**config.mk**
```make
export PLATFORM = sky130hd
export DESIGN_NAME = id_ex_skid
export DESIGN_NICKNAME = d
export VERILOG_FILES = /design/src/rtl/id_ex_skid.sv
export SDC_FILE = /design/constraint.sdc
export NUM_CORES = 1
export LEC_CHECK = 0
export BUFFER_PORTS_ARGS = -buffer_cell sky130_fd_sc_hd__buf_4
export CAP_MARGIN = 10
export CORE_MARGIN = 10
export CORE_UTILIZATION = 53
export DETAILED_ROUTE_END_ITERATION = 6
export PLACE_DENSITY = 0.78
export SYNTH_ARGS = -nofsm -noshare
export SYNTH_HDL_FRONTEND = slang
export SYNTH_SLANG_ARGS = --single-unit
```
**constraint.sdc**
```tcl
create_clock -name clk -period 3.04 [get_ports clk]
set_input_delay 0.608 -clock clk [delete_from_list [all_inputs] [get_ports clk]]
set_output_delay 0.608 -clock clk [all_outputs]
set_load 0.02 [all_outputs]
```
**src/rtl/id_ex_skid.sv**
```systemverilog
// ID/EX pipeline register with an optional two-entry skid buffer and a registered
// branch-redirect strobe computed from the incoming instruction.
module id_ex_skid #(
   parameter int unsigned XLEN = 32,
   parameter int unsigned NOPS = 2,
   parameter int unsigned RAW  = 5,
   parameter int unsigned SKID = 1
) (
   input  logic                 clk,
   input  logic                 rst,
   input  logic                 flush,
   input  logic                 in_valid,
   output logic                 in_ready,
   input  logic [6:0]           in_op,
   input  logic [2:0]           in_f3,
   input  logic                 in_alt,
   input  logic [NOPS*XLEN-1:0] in_opnd,
   input  logic [RAW-1:0]       in_wa,
   input  logic                 in_we,
   input  logic [XLEN-1:0]      in_pc,
   input  logic [XLEN-1:0]      in_off,
   input  logic                 in_br,
   output logic                 out_valid,
   input  logic                 out_ready,
   output logic [6:0]           out_op,
   output logic [2:0]           out_f3,
   output logic                 out_alt,
   output logic [NOPS*XLEN-1:0] out_opnd,
   output logic [RAW-1:0]       out_wa,
   output logic                 out_we,
   output logic                 br_valid,
   output logic [XLEN-1:0]      br_target
);

   localparam int unsigned OW = NOPS * XLEN;
   localparam int unsigned EW = 7 + 3 + 1 + OW + RAW + 1;

   typedef enum logic [1:0] {StEmpty, StOne, StTwo} state_e;

   state_e          state_q, state_d;
   logic [EW-1:0]   main_q, main_d;
   logic [EW-1:0]   skid_q, skid_d;
   logic [EW-1:0]   in_ent;
   logic            push, pop;
   logic            br_valid_q;
   logic [XLEN-1:0] br_target_q, br_target_d;

   assign in_ent = {in_op, in_f3, in_alt, in_opnd, in_wa, in_we};

   // With SKID=0 the single entry may be refilled in the cycle it drains.
   assign in_ready  = (SKID != 0) ? (state_q != StTwo) : ((state_q == StEmpty) || out_ready);
   assign out_valid = (state_q != StEmpty);
   assign pop       = out_valid && out_ready;
   // Bubbles are consumed but never stored; flush drops any incoming instruction.
   assign push      = in_valid && in_ready && (in_op != 7'd0) && !flush;

   assign br_target_d = (in_pc + in_off) & {{(XLEN-1){1'b1}}, 1'b0};

   always_comb begin
      state_d = state_q;
      main_d  = main_q;
      skid_d  = skid_q;
      if (flush) begin
         state_d = StEmpty;
         main_d  = '0;
         skid_d  = '0;
      end else begin
         unique case (state_q)
            StEmpty: begin
               if (push) begin
                  state_d = StOne;
                  main_d  = in_ent;
               end
            end
            StOne: begin
               if (push && !pop) begin
                  state_d = StTwo;
                  skid_d  = in_ent;
               end else if (push && pop) begin
                  main_d = in_ent;
               end else if (pop) begin
                  state_d = StEmpty;
                  main_d  = '0;
               end
            end
            StTwo: begin
               if (pop) begin
                  state_d = StOne;
                  main_d  = skid_q;
                  skid_d  = '0;
               end
            end
            default: begin
               state_d = StEmpty;
               main_d  = '0;
               skid_d  = '0;
            end
         endcase
      end
   end

   always_ff @(posedge clk) begin
      if (rst) begin
         state_q <= StEmpty;
         main_q  <= '0;
         skid_q  <= '0;
      end else begin
         state_q <= state_d;
         main_q  <= main_d;
         skid_q  <= skid_d;
      end
   end

   always_ff @(posedge clk) begin
      if (rst) begin
         br_valid_q  <= 1'b0;
         br_target_q <= '0;
      end else begin
         br_valid_q <= push && in_br;
         if (push && in_br) begin
            br_target_q <= br_target_d;
         end
      end
   end

   assign {out_op, out_f3, out_alt, out_opnd, out_wa, out_we} = main_q;
   assign br_valid  = br_valid_q;
   assign br_target = br_target_q;

endmodule
```
# Word-level counts from Yosys, hierarchy flattened
# Index checks and enable logic that the tools add are counted.
[op_classes]
n_addsub = 1
eq_ne = 10
mux = 14
bitwise = 1
reduce_logical = 16
[ops]
columns = ["op", "n"]
rows = [
  ["81-bit two-way mux", 6],
  ["81-bit one-hot mux with 3 select lines", 2],
  ["32-bit adder", 1],
  ["2-bit two-way mux", 5],
  ["2-bit != test (second input constant)", 5],
  ["3-bit != test (second input constant)", 3],
  ["4-bit AND reduction", 2],
  ["1-bit logical AND", 7],
  ["7-bit nonzero test", 1],
  ["2-bit one-hot mux with 3 select lines", 1],
  ["3-bit AND reduction", 1],
  ["2-bit by 1-bit == test with 1-bit output (second input constant)", 1],
  ["2-bit == test (second input constant)", 1],
  ["1-bit zero test", 2],
  ["2-bit zero test", 1],
  ["2-bit nonzero test", 1],
  ["2-bit OR reduction", 1],
  ["1-bit inverter", 1],
]
[totals]
ff_bits = 196
input_bits = 151
output_inout_bits = 116

# Logic depth before layout (Yosys ltp)
# Gate-level depths: netlist (run 1).
[depth]
word_depth = 8
mapped_depth = 9
depth_no_buf = 9

# Worst setup path before layout (run 1)
# No wires, ideal clock.
[synth_path]
path_type = "input port to flip-flop"
from = "in in_pc[0]"
to = "reg br_target_q[30] (netlist: br_target[30])"
setup_time_ps = 117
t_arrival_ps = 2626
path_slack_ps = 297
cell_stages = 9
path_buffers = 0
cell_sequence = "and2_1 -> fa_1 -> a21o_1 -> a31oi_1 -> o31ai_1 -> a41oi_2 -> a21oi_1 -> or3_1 -> a32o_1"
[synth_via]
elab_chain_len = 1
[synth_rtl]
columns = ["element", "line_no", "text"]
rows = [
  ["start: declaration", "20", "input logic [XLEN-1:0] in_pc,"],
  ["32-bit adder", "57", "assign br_target_d = (in_pc + in_off) & {{(XLEN-1){1'b1}}, 1'b0};"],
  ["end signal: assignment", "121", "br_target_q <= br_target_d;"],
  ["end: declaration", "46", "logic [XLEN-1:0] br_target_q, br_target_d;"],
]
# No other way between the ends.
# A chain may end at the register's enable or synchronous reset.

# Final worst setup path (run 1)
# Same ends and word-level chain as after synthesis.

==> results of run 1 <==
state kept, by name, indices dropped and copies added, names as in the netlist:
| name | count |
|---|---|
| skid_q | 81 |
| state_q | 2 |
| br_target | 31 |
| br_valid | 1 |
| main_q | 81 |
report_power, final:
group / switching, W / internal, W
combinational: 0.000583 / 0.000470
sequential: 0.0000283 / 0.00261
clock: 0.00106 / 0.00118
Yosys cell counts (3+ instances only):
| cell type | n | share of area [%] |
|---|---|---|
| dfxtp_1 | 196 | 41 |
| a21oi_1 | 132 | 7.0 |
| nand2_1 | 132 | 5.2 |
| nand3_1 | 96 | 5.1 |
| nor2_1 | 96 | 3.8 |
| a22o_1 | 81 | 7.5 |
| a22oi_1 | 81 | 6.4 |
| clkbuf_1 | 69 | 2.7 |
| ha_1 | 30 | 4.0 |
| buf_2 | 29 | 1.5 |
| o21ai_0 | 21 | 1.1 |
| a21o_1 | 14 | 1.1 |
| inv_1 | 13 | 0.51 |
| nor3_1 | 13 | 0.69 |
| a211oi_1 | 8 | 0.63 |
| and3_1 | 7 | 0.46 |
| nand4_1 | 7 | 0.46 |
| or3_1 | 7 | 0.46 |
| xnor2_1 | 7 | 0.65 |
| o211ai_1 | 6 | 0.47 |
| a31o_2 | 5 | 0.46 |
| a31oi_1 | 5 | 0.33 |
| nand3b_1 | 5 | 0.40 |
| nor2b_1 | 5 | 0.33 |
| xor2_1 | 5 | 0.46 |
| a211o_1 | 4 | 0.37 |
| and2_1 | 4 | 0.26 |
| or2_2 | 4 | 0.26 |
| a2111o_1 | 3 | 0.36 |
| a21boi_0 | 3 | 0.24 |
| nor3b_1 | 3 | 0.24 |
| o22ai_1 | 3 | 0.20 |
| o31ai_1 | 3 | 0.24 |
cell families after synthesis:
group                    Yosys count
flip-flops                       196
multiplexers                       2
adder cells (fa/ha/maj)           31
other                              1
AND/OR/NAND/NOR                  390
XOR/XNOR                          12
buffers and inverters            114
AO/OA/AOI/OAI                    397
worst max-delay path, delay by kind of cell:
kind	cells	cell delay, ns
buffers and inverters	1	0.11
AOI/OAI and AO/OA	6	1.39
adders and majority gates	1	0.38
and+or+nand+nor	2	0.52
worst paths after layout:
check | start | end | slack, ns | depth (start not counted)
setup / recovery | in_pc[0] | br_target[30]$_SDFFE_PP0P_ | 0.34 | 10
hold / removal | in_opnd[1] | skid_q[7]$_SDFFE_PP0P_ | 0.44 | 3
setup reg to reg | state_q[1]$_SDFFE_PP0P_ | main_q[25]$_SDFFE_PP0P_ | 0.54 | 8
hold reg to reg | skid_q[75]$_SDFFE_PP0P_ | skid_q[75]$_SDFFE_PP0P_ | 0.45 | 2
stage by stage:
stage / setup WS (ns) / hold WS (ns) / setup TNS, ns
2_1_floorplan: 0.297 / 0.432 / 0
3_3_place_gp: -0.0158 / 0.438 / -0.0158
3_5_place_dp: -0.0457 / 0.443 / -0.0639
4_1_cts: 0.392 / 0.431 / 0
5_1_grt: 0.230 / 0.432 / 0
6_report: 0.341 / 0.443 / 0
layout make-up:
type	count	area share, %
Antenna cell	3	0.0609
Clock buffer	19	3.59
Clock inverter	13	1.16
Tap cell	225	2.28
Sequential cell	196	31.8
Multi-Input combinational cell	833	41.8
Timing Repair Buffer	299	18.9
Inverter	13	0.396
placed cells by master, fill, tap and decap left out, drive strengths merged, types with 5 or more instances in the layout:
master  count
buf       299
dfxtp     196
a21oi     134
nand2     132
nor2       96
nand3      96
a22o       81
a22oi      81
ha         30
o21ai      22
clkbuf     19
inv        19
a21o       14
nor3       13
a211oi      8
or3         7
and3        7
nand4       7
xnor2       7
o211ai      6
nor2b       6
a31oi       5
a31o        5
nand3b      5
xor2        5
and2        5
layer usage:
| metal | track usage (%) | vias up | share of wire [%] |
|---|---|---|---|
| met1 | 29.8 | 4589 | 41 |
| met3 | 6.67 | 59 | 7.9 |
| li1 | - | 4616 | - |
| met5 | 0 | - | 0.043 |
| met4 | 10.5 | 2 | 3.6 |
| met2 | 38.7 | 365 | 48 |
==> flow_summary.toml, run 1 <==
[cts]
clk_pin_slew_ns = 0.07
ctsResizeCount = 0
clk_latency_ns = 0.43
cts.path.max_buffers = 2
clkSinkCount = 196
cts-hold-fix-buffers = 0
cts_buffers = 17
clockRootBuffer = "clkbuf_16"
htree_levels = 4
cts_tree = "done"
cts_setup_buffers = 0

[worst_setup_path]
crit_chain = "buf_4 > and2_1 > fa_1 > a21o_1 > a31oi_1 > o31ai_1 > a41oi_2 > a21oi_1 > or3_1 > a32o_1"
crit_fanout = 3
slowest_delay_ns = 0.38
crit_type = "primary input to register"
critPathSlowestCell = "fa_1"
required_ns = 3.37
critPathCaptureType = "register"
cp-start-kind = "primary input"
worstPathArrival_ns = 3.03

[power]
powerDensity_nw_per_um2 = 481
total_power_w = 0.00593
peakVddDrop_mv = 0.417
power_leakage_nw = 5.11

[layout]
area_delta_synth_final_pct = 30.0
multi_input_area_um2 = 5150
nFillCells = 1428
final_cells = 1601
fin_area_um2 = 12300
regArea_um2 = 3920
drive_gt1_share_pct = 25.7
post-route-util_pct = 70.8
fin_nets = 1542

[synthesis]
synth_edf_count = 0
synth_seq_cells = 196
syn_inst = 1143
synthFlopType = "dfxtp_1"
ys_types = 66
synthXorXnorAreaFrac_pct = 1.11
yosysSeqAreaShare_pct = 41.4
syn-num-nets = 1325
synth_compound_area_share_pct = 29.5
synth_mux_area_share_pct = 0.224
ys_warn_count = 0
synth_area_um2 = 9490
async_flop_share_pct = 0
synth_area_per_cell_um2 = 8.30
synthAdderAreaFrac_pct = 4.17
synth_top_family_by_area = "compound AO/OA/AOI/OAI gates"
yosys.area_share.simple_pct = 18.6

[sta]
setup_viol = 0
max_freq_mhz = 370
finalHoldViolCount = 0
fin_crit_sh_pct = 88.8
final.setup_skew_ns = 0.00881
tightest_slew_ns = 1.03
slew_viol_final = 0
rsz0062_at_grt = "no"
period_minus_slack_ns = 2.70
maxSlewHeadroom_pct = 31.0

[detailed_routing]
via_count = 9631
final_antenna_net_count = 0
via_per_inst = 6.02
wire_per_inst_um = 18.9
drc = 0
dr.pass1.iters = 5
drt-total-wl_um = 30200
drtIter0Drc = 744

[global_route]
grt_usage_pct = 24.2
grt_first_pass_wirelength_um = 47900
overflow = 0
grt_pass1_vias = 9265
grt_start_max_net_pins = 84
grt_antenna_before_repair = 4

[die]
die_area_um2 = 23600
initial_core_util_pct = 54.5
core_um2 = 17400
die_h_um = 154
ioPinCount = 267
row_count = 48
die_w_um = 154

[flow_run]
max-cap-violations = 0

[worst_hold_path]
hold_path_class = "primary input to register"

[place]
dp_hpwl_um = 21400
port_buffers = 265
gp_congestion = 0.937
postPlaceCellArea_um2 = 11700
dpl.cell_count = 1566

[status]
status = "complete, no violations"
Power figures use the tool's default switching activity.
==> run 2, diff against run 1 <==
Settings changed: CORE_UTILIZATION 53 to 30, PLACE_DENSITY 0.78 to 0.48.
==> flow_summary.toml, run 2 (synthesized netlist as in run 1, its figures left out) <==
[layout]
nFillCells = 3251
fin_nets = 1554
final_cell_mix = "buf_4, dfxtp_1, nand2_1, a21oi_1"
area_delta_synth_final_pct = 33.2
final_cells = 1790
post-route-util_pct = 40.2
final_common_cell = "buf_4"
drive_gt1_share_pct = 26.3

[worst_setup_path]
cp_top_family = "compound AO/OA/AOI/OAI gates"
critPathCaptureType = "register"
crit_fanout = 3
required_ns = 3.37
critPathSlowestCell = "fa_1"
cp-start-kind = "primary input"
crit_chain = "buf_4 > and2_1 > fa_1 > a21o_1 > a31oi_1 > o31ai_1 > a41oi_2 > a21oi_1 > or3_1 > a32o_1"
crit_type = "primary input to register"
path_buf_inv = 1
worstPathArrival_ns = 3.02
slowest_delay_ns = 0.39

[cts]
cts.path.max_buffers = 2
cts_buffers = 17
cts_setup_buffers = 0
clockRootBuffer = "clkbuf_16"
htree_levels = 4
clk_latency_ns = 0.44
clk_pin_slew_ns = 0.08
clkSinkCount = 196
ctsResizeCount = 0
cts_tree = "done"
cts-hold-fix-buffers = 0

[global_route]
grt_antenna_before_repair = 5
grt_start_max_net_pins = 61
grt_pass1_vias = 9269
grt_first_pass_wirelength_um = 53500
overflow = 0
grt_usage_pct = 17.1

[sta]
slew_viol_final = 0
max_freq_mhz = 371
finalHoldViolCount = 0
fin_crit_sh_pct = 88.5
setup_viol = 0
period_minus_slack_ns = 2.69
tightest_slew_ns = 0.760
hold_ws_ns = 0.434
rsz0062_at_grt = "no"
maxSlewHeadroom_pct = 49.3
final.setup_skew_ns = 0.0157

[die]
die_area_um2 = 39100
die_h_um = 198
row_count = 65
die_w_um = 198
core_um2 = 31400
ioPinCount = 267
initial_core_util_pct = 30.2

[worst_hold_path]
hold_path_class = "primary input to register"

[power]
total_power_w = 0.00587
peakVddDrop_mv = 0.365
power_leakage_nw = 5.16
powerDensity_nw_per_um2 = 465

[detailed_routing]
drt-total-wl_um = 34200
via_count = 9348
via_per_inst = 5.22
wire_per_inst_um = 19.1
dr.pass1.iters = 5
drc = 0
drtIter0Drc = 568
final_antenna_net_count = 0

[status]
status = "complete, no violations"

[place]
port_buffers = 265
dpl.cell_count = 1755
dp_hpwl_um = 23900
gp_congestion = 0.844

[flow_run]
max-cap-violations = 0
-- run 2: layer usage --
metal | track usage [%] | part of all wire (%) | vias to the layer above
met2 | 27.8 | 48 | 241
met5 | 0 | 0.099 | -
met3 | 5.11 | 6.7 | 26
met1 | 21.3 | 44 | 4431
li1 | - | - | 4646
met4 | 4.61 | 1.8 | 4
-- run 2: through the flow --
step	setup WS (ns)	TNS, ns	cell area (um^2)
final	0.348	0	12600
after CTS	0.393	0	12600
after floorplan	0.297	0	9490
after global routing	0.203	0	12600
after global placement	-0.0572	-0.0628	12100
after detailed placement	-0.0724	-0.138	12100
-- run 2: worst paths after layout --
| check | from | end | slack [ns] | depth (start not counted) |
|---|---|---|---|---|
| max | in_pc[0] | br_target[30]$_SDFFE_PP0P_ | 0.35 | 10 |
| min reg2reg | skid_q[67]$_SDFFE_PP0P_ | skid_q[67]$_SDFFE_PP0P_ | 0.45 | 2 |
| min | in_opnd[43] | skid_q[49]$_SDFFE_PP0P_ | 0.43 | 3 |
| max reg2reg | state_q[1]$_SDFFE_PP0P_ | skid_q[56]$_SDFFE_PP0P_ | 0.82 | 7 |
-- run 2: layout make-up --
| cell class | instances | area, um^2 | share of cell area, % |
|---|---|---|---|
| multi-input combinational | 833 | 5150 | 40.7 |
| sequential | 196 | 3920 | 31.1 |
| timing repair buffer | 311 | 2470 | 19.6 |
| tap | 402 | 503 | 3.98 |
| clock buffer | 19 | 433 | 3.43 |
| clock inverter | 13 | 98.8 | 0.782 |
| inverter | 13 | 48.8 | 0.386 |
| antenna | 3 | 7.51 | 0.0594 |
-- run 2: worst min-delay path, cell delays in order --
cell and delay (ns):
buf_4 0.11, nand3_1 0.05, a21oi_1 0.05
-- run 2: power breakdown --
part	total, W	switching [W]	internal [W]
sequential	0.00264	0.0000279	0.00261
clock	0.00214	0.00108	0.00106
combinational	0.00109	0.000606	0.000489
total	0.00587	0.00171	0.00416
